$ cat config.mk
export PLATFORM = sky130hd
export DESIGN_NAME = vsa16_mem_arbiter_flat
export DESIGN_NICKNAME = d
export VERILOG_FILES = /design/src/rtl/vsa16_pkg.sv /design/src/rtl/vsa16_mem_arbiter_if.sv /design/src/rtl/vsa16_prio_sel.sv /design/src/rtl/vsa16_mem_arbiter.sv /design/src/flat_wrapper.sv
export SDC_FILE = /design/constraint.sdc
export NUM_CORES = 1
export LEC_CHECK = 0
export CAP_MARGIN = 0
export CORE_UTILIZATION = 42
export DETAILED_ROUTE_END_ITERATION = 12
export GPL_TIMING_DRIVEN = 0
export PLACE_DENSITY = 0.77
export SLEW_MARGIN = 25
export SYNTH_ARGS = -nofsm -noshare
export SYNTH_HDL_FRONTEND = slang
export SYNTH_HIERARCHICAL = 1
export SYNTH_SLANG_ARGS = --single-unit
$ cat constraint.sdc
create_clock -name clock -period 2.7 [get_ports clock]
set_input_delay 0.405 -clock clock [delete_from_list [all_inputs] [get_ports clock]]
set_output_delay 0.405 -clock clock [all_outputs]
set_load 0.005 [all_outputs]
$ cat src/rtl/vsa16_pkg.sv
// ============================================================================
// Module   : vsa16_pkg
// Purpose  : Shared types and constants for the VSA16 memory arbiter
// Revision : 1.0 - initial release
// ============================================================================
`default_nettype none

package vsa16_pkg;

    localparam int PC_W    = 12;
    localparam int DATA_W  = 16;
    localparam int MADDR_W = 15;

    localparam logic [1:0] GNT_NONE = 2'd0;
    localparam logic [1:0] GNT_IF   = 2'd1;
    localparam logic [1:0] GNT_D    = 2'd2;
    localparam logic [1:0] GNT_DMA  = 2'd3;

    typedef enum logic [1:0] {
        IDLE = 2'd0,
        WAIT = 2'd1,
        RESP = 2'd2
    } arb_state_t;

endpackage

`default_nettype wire

$ cat src/rtl/vsa16_mem_arbiter_if.sv
// ============================================================================
// Module   : vsa16_mem_arbiter_if
// Purpose  : Requester and memory-side bundle of the VSA16 memory arbiter
// Revision : 1.0 - initial release
// ============================================================================
`default_nettype none

interface vsa16_mem_arbiter_if;
    import vsa16_pkg::*;

    logic                 if_req;
    logic [PC_W-1:0]      if_addr;
    logic                 if_ack;
    logic [DATA_W-1:0]    if_rdata;

    logic                 d_req;
    logic                 d_we;
    logic [DATA_W-1:0]    d_addr;
    logic [DATA_W-1:0]    d_wdata;
    logic                 d_ack;
    logic [DATA_W-1:0]    d_rdata;

    logic                 dma_req;
    logic                 dma_we;
    logic [DATA_W-1:0]    dma_addr;
    logic [DATA_W-1:0]    dma_wdata;
    logic                 dma_ack;
    logic [DATA_W-1:0]    dma_rdata;

    logic                 mem_req;
    logic                 mem_we;
    logic [MADDR_W-1:0]   mem_addr;
    logic [DATA_W-1:0]    mem_wdata;
    logic [DATA_W-1:0]    mem_rdata;
    logic                 mem_ready;

    logic [1:0]           grant_id;
    logic                 timeout_err;

    // Arbiter view: serves the requesters and drives the memory.
    modport slave (
        input  if_req, if_addr,
        input  d_req, d_we, d_addr, d_wdata,
        input  dma_req, dma_we, dma_addr, dma_wdata,
        input  mem_rdata, mem_ready,
        output if_ack, if_rdata, d_ack, d_rdata, dma_ack, dma_rdata,
        output mem_req, mem_we, mem_addr, mem_wdata,
        output grant_id, timeout_err
    );

    // Environment view: requesters plus memory model.
    modport master (
        output if_req, if_addr,
        output d_req, d_we, d_addr, d_wdata,
        output dma_req, dma_we, dma_addr, dma_wdata,
        output mem_rdata, mem_ready,
        input  if_ack, if_rdata, d_ack, d_rdata, dma_ack, dma_rdata,
        input  mem_req, mem_we, mem_addr, mem_wdata,
        input  grant_id, timeout_err
    );

endinterface

`default_nettype wire

$ cat src/rtl/vsa16_prio_sel.sv
// ============================================================================
// Module   : vsa16_prio_sel
// Purpose  : Fixed-priority select (D > IF > DMA) with DMA starvation promotion
// Revision : 1.0 - initial release
// ============================================================================
`default_nettype none

module vsa16_prio_sel
    import vsa16_pkg::*;
(
    input  wire logic       i_if_req,
    input  wire logic       i_d_req,
    input  wire logic       i_dma_req,
    input  wire logic       i_starve_hit,
    output logic [2:0]      o_winner,     // one-hot {dma, d, if}
    output logic [1:0]      o_grant_id
);

    always_comb begin
        o_winner   = 3'b000;
        o_grant_id = GNT_NONE;
        if (i_dma_req && i_starve_hit) begin
            o_winner   = 3'b100;
            o_grant_id = GNT_DMA;
        end else if (i_d_req) begin
            o_winner   = 3'b010;
            o_grant_id = GNT_D;
        end else if (i_if_req) begin
            o_winner   = 3'b001;
            o_grant_id = GNT_IF;
        end else if (i_dma_req) begin
            o_winner   = 3'b100;
            o_grant_id = GNT_DMA;
        end
    end

endmodule

`default_nettype wire

$ cat src/rtl/vsa16_mem_arbiter.sv
// ============================================================================
// Module   : vsa16_mem_arbiter
// Purpose  : Serialises IF / D / DMA accesses onto one variable-latency memory
// Revision : 1.0 - initial release
// ============================================================================
`default_nettype none

module vsa16_mem_arbiter
    import vsa16_pkg::*;
#(
    parameter int STARVE_LIMIT = 8,
    parameter int TIMEOUT      = 15
) (
    input  wire logic           clock,
    input  wire logic           rst,
    vsa16_mem_arbiter_if.slave  bus
);

    localparam logic [7:0] c_STARVE_LIMIT = 8'(STARVE_LIMIT);
    localparam logic [7:0] c_TIMEOUT      = 8'(TIMEOUT);

    arb_state_t           r_state;
    logic [7:0]           r_starve_cnt;
    logic [7:0]           r_tmo_cnt;
    logic                 r_mem_req;
    logic                 r_mem_we;
    logic [MADDR_W-1:0]   r_mem_addr;
    logic [DATA_W-1:0]    r_mem_wdata;
    logic [1:0]           r_grant_id;
    logic                 r_timeout_err;
    logic                 r_if_ack, r_d_ack, r_dma_ack;
    logic [DATA_W-1:0]    r_if_rdata, r_d_rdata, r_dma_rdata;

    logic [2:0]           w_winner;
    logic [1:0]           w_gnt;
    logic                 w_starve_hit;
    logic                 w_any_req;
    logic [7:0]           w_tmo_next;
    logic                 w_done;
    logic [DATA_W-1:0]    w_cap;
    logic [DATA_W-1:0]    w_if_baddr;
    logic                 w_unused_addr_lsb;

    assign w_starve_hit = (r_starve_cnt == c_STARVE_LIMIT);
    assign w_any_req    = bus.if_req | bus.d_req | bus.dma_req;
    assign w_tmo_next   = (r_tmo_cnt == 8'hFF) ? r_tmo_cnt : r_tmo_cnt + 8'd1;
    assign w_done       = bus.mem_ready | (w_tmo_next == c_TIMEOUT);
    // A timed-out access returns zero data.
    assign w_cap        = bus.mem_ready ? bus.mem_rdata : '0;
    assign w_if_baddr   = {{(DATA_W-PC_W){1'b0}}, bus.if_addr};
    assign w_unused_addr_lsb = ^{w_if_baddr[0], bus.d_addr[0], bus.dma_addr[0]};

    vsa16_prio_sel u_prio_sel (
        .i_if_req     (bus.if_req),
        .i_d_req      (bus.d_req),
        .i_dma_req    (bus.dma_req),
        .i_starve_hit (w_starve_hit),
        .o_winner     (w_winner),
        .o_grant_id   (w_gnt)
    );

    always_ff @(posedge clock) begin
        if (rst) begin
            r_state       <= IDLE;
            r_starve_cnt  <= '0;
            r_tmo_cnt     <= '0;
            r_mem_req     <= 1'b0;
            r_mem_we      <= 1'b0;
            r_mem_addr    <= '0;
            r_mem_wdata   <= '0;
            r_grant_id    <= GNT_NONE;
            r_timeout_err <= 1'b0;
            r_if_ack      <= 1'b0;
            r_d_ack       <= 1'b0;
            r_dma_ack     <= 1'b0;
            r_if_rdata    <= '0;
            r_d_rdata     <= '0;
            r_dma_rdata   <= '0;
        end else begin
            r_if_ack  <= 1'b0;
            r_d_ack   <= 1'b0;
            r_dma_ack <= 1'b0;
            if (!bus.dma_req) begin
                r_starve_cnt <= '0;
            end
            case (r_state)
                IDLE: begin
                    if (w_any_req) begin
                        r_state    <= WAIT;
                        r_mem_req  <= 1'b1;
                        r_grant_id <= w_gnt;
                        r_tmo_cnt  <= '0;
                        if (w_winner[1]) begin
                            r_mem_we    <= bus.d_we;
                            r_mem_addr  <= bus.d_addr[DATA_W-1:1];
                            r_mem_wdata <= bus.d_wdata;
                        end else if (w_winner[2]) begin
                            r_mem_we    <= bus.dma_we;
                            r_mem_addr  <= bus.dma_addr[DATA_W-1:1];
                            r_mem_wdata <= bus.dma_wdata;
                        end else begin
                            r_mem_we    <= 1'b0;
                            r_mem_addr  <= w_if_baddr[DATA_W-1:1];
                            r_mem_wdata <= '0;
                        end
                        if (bus.dma_req) begin
                            if (w_winner[2]) begin
                                r_starve_cnt <= '0;
                            end else if (r_starve_cnt != 8'hFF) begin
                                r_starve_cnt <= r_starve_cnt + 8'd1;
                            end
                        end
                    end
                end
                WAIT: begin
                    r_tmo_cnt <= w_tmo_next;
                    if (w_done) begin
                        r_mem_req <= 1'b0;
                        r_state   <= RESP;
                        if (!bus.mem_ready) begin
                            r_timeout_err <= 1'b1;
                        end
                        case (r_grant_id)
                            GNT_IF: begin
                                r_if_rdata <= w_cap;
                                r_if_ack   <= 1'b1;
                            end
                            GNT_D: begin
                                r_d_rdata <= w_cap;
                                r_d_ack   <= 1'b1;
                            end
                            GNT_DMA: begin
                                r_dma_rdata <= w_cap;
                                r_dma_ack   <= 1'b1;
                            end
                            default: ;
                        endcase
                    end
                end
                RESP: begin
                    r_grant_id <= GNT_NONE;
                    r_state    <= IDLE;
                end
                default: r_state <= IDLE;
            endcase
        end
    end

    assign bus.if_ack      = r_if_ack;
    assign bus.if_rdata    = r_if_rdata;
    assign bus.d_ack       = r_d_ack;
    assign bus.d_rdata     = r_d_rdata;
    assign bus.dma_ack     = r_dma_ack;
    assign bus.dma_rdata   = r_dma_rdata;
    assign bus.mem_req     = r_mem_req;
    assign bus.mem_we      = r_mem_we;
    assign bus.mem_addr    = r_mem_addr;
    assign bus.mem_wdata   = r_mem_wdata;
    assign bus.grant_id    = r_grant_id;
    assign bus.timeout_err = r_timeout_err;

endmodule

`default_nettype wire

$ cat src/flat_wrapper.sv
// flat-port wrapper written by rule: the top's interface ports become plain ports
module vsa16_mem_arbiter_flat import vsa16_pkg::*;
#(
    parameter int STARVE_LIMIT = 8,
    parameter int TIMEOUT      = 15
)
  (clock, rst, bus_if_req, bus_if_addr, bus_d_req, bus_d_we, bus_d_addr, bus_d_wdata, bus_dma_req, bus_dma_we, bus_dma_addr, bus_dma_wdata, bus_mem_rdata, bus_mem_ready, bus_if_ack, bus_if_rdata, bus_d_ack, bus_d_rdata, bus_dma_ack, bus_dma_rdata, bus_mem_req, bus_mem_we, bus_mem_addr, bus_mem_wdata, bus_grant_id, bus_timeout_err);
  vsa16_mem_arbiter_if bus_i ();
  input  wire logic clock;
  input  wire logic rst;
  input wire logic [$bits(bus_i.if_req)-1:0] bus_if_req;
  input wire logic [$bits(bus_i.if_addr)-1:0] bus_if_addr;
  input wire logic [$bits(bus_i.d_req)-1:0] bus_d_req;
  input wire logic [$bits(bus_i.d_we)-1:0] bus_d_we;
  input wire logic [$bits(bus_i.d_addr)-1:0] bus_d_addr;
  input wire logic [$bits(bus_i.d_wdata)-1:0] bus_d_wdata;
  input wire logic [$bits(bus_i.dma_req)-1:0] bus_dma_req;
  input wire logic [$bits(bus_i.dma_we)-1:0] bus_dma_we;
  input wire logic [$bits(bus_i.dma_addr)-1:0] bus_dma_addr;
  input wire logic [$bits(bus_i.dma_wdata)-1:0] bus_dma_wdata;
  input wire logic [$bits(bus_i.mem_rdata)-1:0] bus_mem_rdata;
  input wire logic [$bits(bus_i.mem_ready)-1:0] bus_mem_ready;
  output wire logic [$bits(bus_i.if_ack)-1:0] bus_if_ack;
  output wire logic [$bits(bus_i.if_rdata)-1:0] bus_if_rdata;
  output wire logic [$bits(bus_i.d_ack)-1:0] bus_d_ack;
  output wire logic [$bits(bus_i.d_rdata)-1:0] bus_d_rdata;
  output wire logic [$bits(bus_i.dma_ack)-1:0] bus_dma_ack;
  output wire logic [$bits(bus_i.dma_rdata)-1:0] bus_dma_rdata;
  output wire logic [$bits(bus_i.mem_req)-1:0] bus_mem_req;
  output wire logic [$bits(bus_i.mem_we)-1:0] bus_mem_we;
  output wire logic [$bits(bus_i.mem_addr)-1:0] bus_mem_addr;
  output wire logic [$bits(bus_i.mem_wdata)-1:0] bus_mem_wdata;
  output wire logic [$bits(bus_i.grant_id)-1:0] bus_grant_id;
  output wire logic [$bits(bus_i.timeout_err)-1:0] bus_timeout_err;
  assign bus_i.if_req = bus_if_req;
  assign bus_i.if_addr = bus_if_addr;
  assign bus_i.d_req = bus_d_req;
  assign bus_i.d_we = bus_d_we;
  assign bus_i.d_addr = bus_d_addr;
  assign bus_i.d_wdata = bus_d_wdata;
  assign bus_i.dma_req = bus_dma_req;
  assign bus_i.dma_we = bus_dma_we;
  assign bus_i.dma_addr = bus_dma_addr;
  assign bus_i.dma_wdata = bus_dma_wdata;
  assign bus_i.mem_rdata = bus_mem_rdata;
  assign bus_i.mem_ready = bus_mem_ready;
  assign bus_if_ack = bus_i.if_ack;
  assign bus_if_rdata = bus_i.if_rdata;
  assign bus_d_ack = bus_i.d_ack;
  assign bus_d_rdata = bus_i.d_rdata;
  assign bus_dma_ack = bus_i.dma_ack;
  assign bus_dma_rdata = bus_i.dma_rdata;
  assign bus_mem_req = bus_i.mem_req;
  assign bus_mem_we = bus_i.mem_we;
  assign bus_mem_addr = bus_i.mem_addr;
  assign bus_mem_wdata = bus_i.mem_wdata;
  assign bus_grant_id = bus_i.grant_id;
  assign bus_timeout_err = bus_i.timeout_err;
  vsa16_mem_arbiter #(.STARVE_LIMIT(STARVE_LIMIT), .TIMEOUT(TIMEOUT)) u_core (.clock(clock), .rst(rst), .bus(bus_i));
endmodule
# ---- Yosys cells after proc, flatten, opt, wreduce, memory -nomap -nowiden
# Cells that the tools add are included.
dict set report totals {
  reg_bits 105
  latch_bits 0
  ram_bits 0
  romBits 0
  in_bits 100
  output_inout_bits 87
  memories 0
}
dict set report classes {
  n_addsub 2
  multipliers 0
  div 0
  order_cmp 0
  eq_ne 11
  shifts 0
  muxes 35
  n_bitwise 6
  n_reduce_logical 14
}
# cell count
set op_table {}
lappend op_table {{$mux W8} 8}
lappend op_table {{$mux W16} 3}
lappend op_table {{$mux W15} 2}
lappend op_table {{$add A8 B1 Y8 const B} 2}
lappend op_table {{$eq A8 B4 Y1 const B} 2}
lappend op_table {{$pmux W8 S2} 1}
lappend op_table {{$reduce_and A3 Y1} 5}
lappend op_table {{$mux W2} 7}
lappend op_table {{$mux W3} 4}
lappend op_table {{$eq A8 B8 Y1 const B} 1}
lappend op_table {{$ne A8 B8 Y1 const B} 1}
lappend op_table {{$pmux W2 S2} 2}
lappend op_table {{$reduce_and A2 Y1} 4}
lappend op_table {{$mux W1} 7}
lappend op_table {{$eq A2 B2 Y1 const B} 3}
lappend op_table {{$eq A2 B1 Y1 const B} 2}
lappend op_table {{$ne A2 B1 Y1 const B} 2}
lappend op_table {{$reduce_bool A2 Y1} 2}
lappend op_table {{$not A1 Y1} 3}
lappend op_table {{$or A1 B1 Y1} 3}
lappend op_table {{$reduce_or A3 Y1} 1}
lappend op_table {{$logic_not A2 Y1} 1}
lappend op_table {{$pmux W1 S2} 1}
lappend op_table {{$logic_and A1 B1 Y1} 1}

# ---- Logic depth before layout (Yosys ltp)
dict set report depth {
  ltp_word 8
  mapped_depth 11
  ltp_nobuf 9
}

# ---- Modules after synthesis
# Netlist, hierarchy kept.
# module instances cells_each area_per_inst_um2
set by_module_without_submodules {}
lappend by_module_without_submodules {vsa16_mem_arbiter 1 677 5731.7}
lappend by_module_without_submodules {vsa16_prio_sel 1 10 58.8}

# ---- Least setup slack after synthesis
# Ideal clock, no wire load.
dict set report synth_timing {
  path_type {register -> register}
  start {register u_core.r_starve_cnt[0]}
  end {register u_core.r_mem_addr[10] (netlist: u_core/bus.mem_addr[10])}
  setup_time_ns 0.128
  arrival_time_ns 2.555
  required_time_ns 2.572
  slack_ns 0.018
  path_stages_with_launch 12
  path_buffers 2
  path_cell_list {dfxtp_1 > inv_1 > ha_1 > or4b_2 > nor4b_1 > o21a_1 > buf_6 > buf_2 > mux2i_1 > o21ai_0 > mux2i_1 > nor2_1}
}
dict set report synth_between {
  elab_chain_cells 5
}
# element line
set synth_rtl {}
lappend synth_rtl {{from (decl)} vsa16_mem_arbiter.sv:23} ;# logic [7:0] r_starve_cnt;
lappend synth_rtl {{from (signal assigned)} vsa16_mem_arbiter.sv:110} ;# r_starve_cnt <= r_starve_cnt + 8'd1;
lappend synth_rtl {{$eq A8 B4 Y1} vsa16_mem_arbiter.sv:44} ;# assign w_starve_hit = (r_starve_cnt == c_STARVE_LIMIT);
lappend synth_rtl {{named net u_core.w_starve_hit} vsa16_mem_arbiter.sv:36} ;# logic w_starve_hit;
lappend synth_rtl {{$logic_and A1 B1 Y1} vsa16_prio_sel.sv:22} ;# if (i_dma_req && i_starve_hit) begin
lappend synth_rtl {{$mux W3} vsa16_prio_sel.sv:22}
lappend synth_rtl {{named net u_core.w_winner[2]} vsa16_mem_arbiter.sv:34} ;# logic [2:0] w_winner;
lappend synth_rtl {{$mux W15} vsa16_mem_arbiter.sv:97} ;# end else if (w_winner[2]) begin
lappend synth_rtl {{$mux W15} vsa16_mem_arbiter.sv:93} ;# if (w_winner[1]) begin
lappend synth_rtl {{to (signal assigned)} vsa16_mem_arbiter.sv:95} ;# r_mem_addr <= bus.d_addr[DATA_W-1:1];
lappend synth_rtl {{to (signal assigned)} vsa16_mem_arbiter.sv:99} ;# r_mem_addr <= bus.dma_addr[DATA_W-1:1];
lappend synth_rtl {{to (signal assigned)} vsa16_mem_arbiter.sv:103} ;# r_mem_addr <= w_if_baddr[DATA_W-1:1];
lappend synth_rtl {{to (decl)} vsa16_mem_arbiter.sv:27} ;# logic [MADDR_W-1:0] r_mem_addr;
# The timed path passes the listed nets, and every way through them passes these cells.
# A chain may end at the register's enable or synchronous reset.

# ---- Worst setup path in the final report
dict set report layout_timing {
  start {register u_core.r_starve_cnt[0]}
  end {register u_core.r_starve_cnt[7]}
}
dict set report layout_between {
  elab_chain_cells 7
  word_cells_on_any_way 10
  classes_between {1 x add/sub; 2 x eq/ne; 6 x mux; 1 x reduce/logical}
}
# element line
set layout_rtl {}
lappend layout_rtl {{$eq A8 B4 Y1} vsa16_mem_arbiter.sv:44}
lappend layout_rtl {{named net u_core.w_starve_hit} vsa16_mem_arbiter.sv:36}
lappend layout_rtl {{$logic_and A1 B1 Y1} vsa16_prio_sel.sv:22}
lappend layout_rtl {{$mux W3} vsa16_prio_sel.sv:22}
lappend layout_rtl {{named net u_core.w_winner[2]} vsa16_mem_arbiter.sv:34}
lappend layout_rtl {{$mux W8} vsa16_mem_arbiter.sv:107} ;# if (w_winner[2]) begin
lappend layout_rtl {{$mux W8} vsa16_mem_arbiter.sv:106} ;# if (bus.dma_req) begin
lappend layout_rtl {{$mux W8} vsa16_mem_arbiter.sv:88} ;# if (w_any_req) begin
lappend layout_rtl {{$mux W8} vsa16_mem_arbiter.sv:86} ;# case (r_state)
# The timed path passes the listed nets, and every way through them passes these cells.

==> impl_metrics.yaml <==
critical_path:
  slowest_stage: "or4b_4"
  crit_required_ps: 2940
  crit_arrival_ps: 2740
  cp_cell_sequence: "inv_1 > ha_1 > or4b_4 > nor4b_4 > o21a_1 > buf_6 > nand2b_1 > a21o_1 > nor3_1 > a32o_1"
  worstPathMaxFanout: 7
  cp_top_family: "simple AND/OR/NAND/NOR gates"
  max_stage_delay_ps: 470
  path_buf_inv: 2
  end_kind: "register"
  path_class: "register to register"
  startpoint_type: "register"
synth:
  yosys_warnings: 6
  netlist_instances: 686
  syn_nets: 789
  synth_area_um2: 5786
  synth.avg_cell_area_um2: 8.434
drt:
  wl_um: 18060
  via_count: 5986
  drt-wirelength-per-cell_um: 17.05
  first_iter_violations: 586
  drtPass1Iterations: 9
  via_per_inst: 5.653
  ant_nets: 0
  drc_errors: 0
grt:
  grt_pass1_vias: 5531
  gr-usage-all-layers_pct: 25.56
  overflow: 0
  antenna_found_initial: 0
  grt_max_degree: 16
  grt_pass1_wl_um: 28730
timing:
  max_freq_mhz: 400.8
  setup_violations: 0
  final-hold-violation-count: 0
  final.min_clock_period_ps: 2495
  fin_crit_sh_pct: 92.41
  slew_headroom_pct: 63.12
  finClkSkew_ps: 9.424
  rsz0062_at_grt: "no"
  tightest_slew_ps: 553.2
  slew_violations: 0
cts:
  cts_buffers: 9
  h-tree-depth: 3
  clockRootBuffer: "clkbuf_16"
  clockBufferDepth: 2
  path_clk_slew_ps: 70
  clkSinkCount: 105
  insertion_delay_ps: 350
  tritoncts: "yes"
final_layout:
  n_fill_cell: 1203
  drive_above_1_share_pct: 13.93
  final_cells: 1059
  synthToLayoutAreaGrowth_pct: 41.24
  register_area_um2: 2102
  num_antenna_cells: 0
  num-nets-final: 982
  multiInputGateArea_um2: 3356
die:
  io_pins: 187
  die_area_um2: 14250
  dieWidth_um: 119.4
  die_y_um: 119.4
  start_util_pct: 43.34
  std_cell_rows: 42
  core_area_um2: 13350
power_and_ir_drop:
  p_leak_nw: 3.176
  vdd_drop_max_uv: 314.9
  total_power_mw: 4.272
  p_per_area_nw_per_um2: 522.8
hold_path:
  hold_path.class: "register to register"
placed_design:
  port_buffers: 181
  hpwl_um: 13320
  place_congestion: 0.8824
  dp_cells: 1043
outcome:
  outcome: "completed"
flow_run:
  max_cap_viol_count: 0
==> power by group <==
group	switching, mW	internal (mW)
clock network	0.579	0.644
logic	0.486	0.671
registers	0.170	1.72
total	1.23	3.04
==> layer usage <==
metal	wire, um	GRT usage (%)	up-vias
met3	1375	5.364	29
met5	0	0	-
li1	-	-	2912
met2	8573	42.91	281
met4	410	9.219	0
met1	7701	32.20	2764
==> final timing paths <==
| kind | startpoint | endpoint | slack (ps) | cells after the start |
|---|---|---|---|---|
| worst max-delay path | u_core/r_starve_cnt[0]$_SDFF_PP0_ | u_core/r_starve_cnt[7]$_SDFF_PP0_ | 200 | 10 |
| worst min-delay path | u_core/bus.mem_addr[9]$_SDFFE_PP0P_ | u_core/bus.mem_addr[9]$_SDFFE_PP0P_ | 490 | 2 |
| worst max register to register | u_core/r_starve_cnt[0]$_SDFF_PP0_ | u_core/r_starve_cnt[7]$_SDFF_PP0_ | 200 | 10 |
| worst min register to register | u_core/bus.mem_addr[9]$_SDFFE_PP0P_ | u_core/bus.mem_addr[9]$_SDFFE_PP0P_ | 490 | 2 |
==> flip-flops by register name, summed over array words and instances (netlist names), 2 cells and up <==
| signal | count |
|---|---|
| u_core/r_starve_cnt | 8 |
| u_core/bus.grant_id | 2 |
| u_core/bus.dma_rdata | 16 |
| u_core/r_state | 2 |
| u_core/bus.if_rdata | 16 |
| u_core/bus.mem_addr | 15 |
| u_core/bus.d_rdata | 16 |
| u_core/r_tmo_cnt | 8 |
| u_core/bus.mem_wdata | 16 |
==> cell type report <==
type	instances	share of cell area (%)
Inverter	6	0.2756
Sequential cell	105	25.72
Tap cell	176	2.695
Timing Repair Buffer	182	22.26
Buffer	65	4.747
Multi-Input combinational cell	510	41.07
Clock buffer	12	3.016
Clock inverter	3	0.2144
==> timing repair <==
item	CTS	global route
resized for setup	24	1
hold buffers	0	0
buffers inserted	0	1
pin swaps	2	1
setup endpoints to repair	40	17
==> cell usage in the layout, fill, tap and decap left out, types with 4 or more instances in the layout <==
cell type,count
a21o_1,4
a21oi_1,13
a221oi_1,16
a221oi_2,4
a31oi_1,6
and2_1,18
and3_1,4
buf_2,23
buf_6,9
clkbuf_1,25
clkbuf_16,9
clkbuf_4,6
clkdlybuf4s50_1,181
dfxtp_1,105
inv_1,6
mux2_1,13
mux2_2,36
mux2i_1,23
nand2_1,71
nand2b_1,5
nand3_1,87
nand3_2,20
nand4_1,54
nor2_1,45
nor3_1,27
o21ai_0,17
==> stage by stage <==
step	TNS [ps]	hold slack (ps)	area, um2	utilization, %	worst slack [ps]
after global placement	-9638	472.7	7818	58.57	-342.1
after detailed placement	-14740	479.4	7818	58.57	-481.3
after floorplan	0	465.7	5786	-	101.9
after global routing	0	512.4	8172	61.22	32.71
after CTS	0	497.4	8164	61.16	130.9
final	0	492.6	8172	61.22	204.9
==> worst min-delay path: cells and delay by family, from the launching register on <==
| kind | cells | cell delay (ps) |
|---|---|---|
| flip-flops | 1 | 320 |
| AND/OR/NAND/NOR | 1 | 70 |
| multiplexers | 1 | 60 |
(Power assumes the default switching activity.)
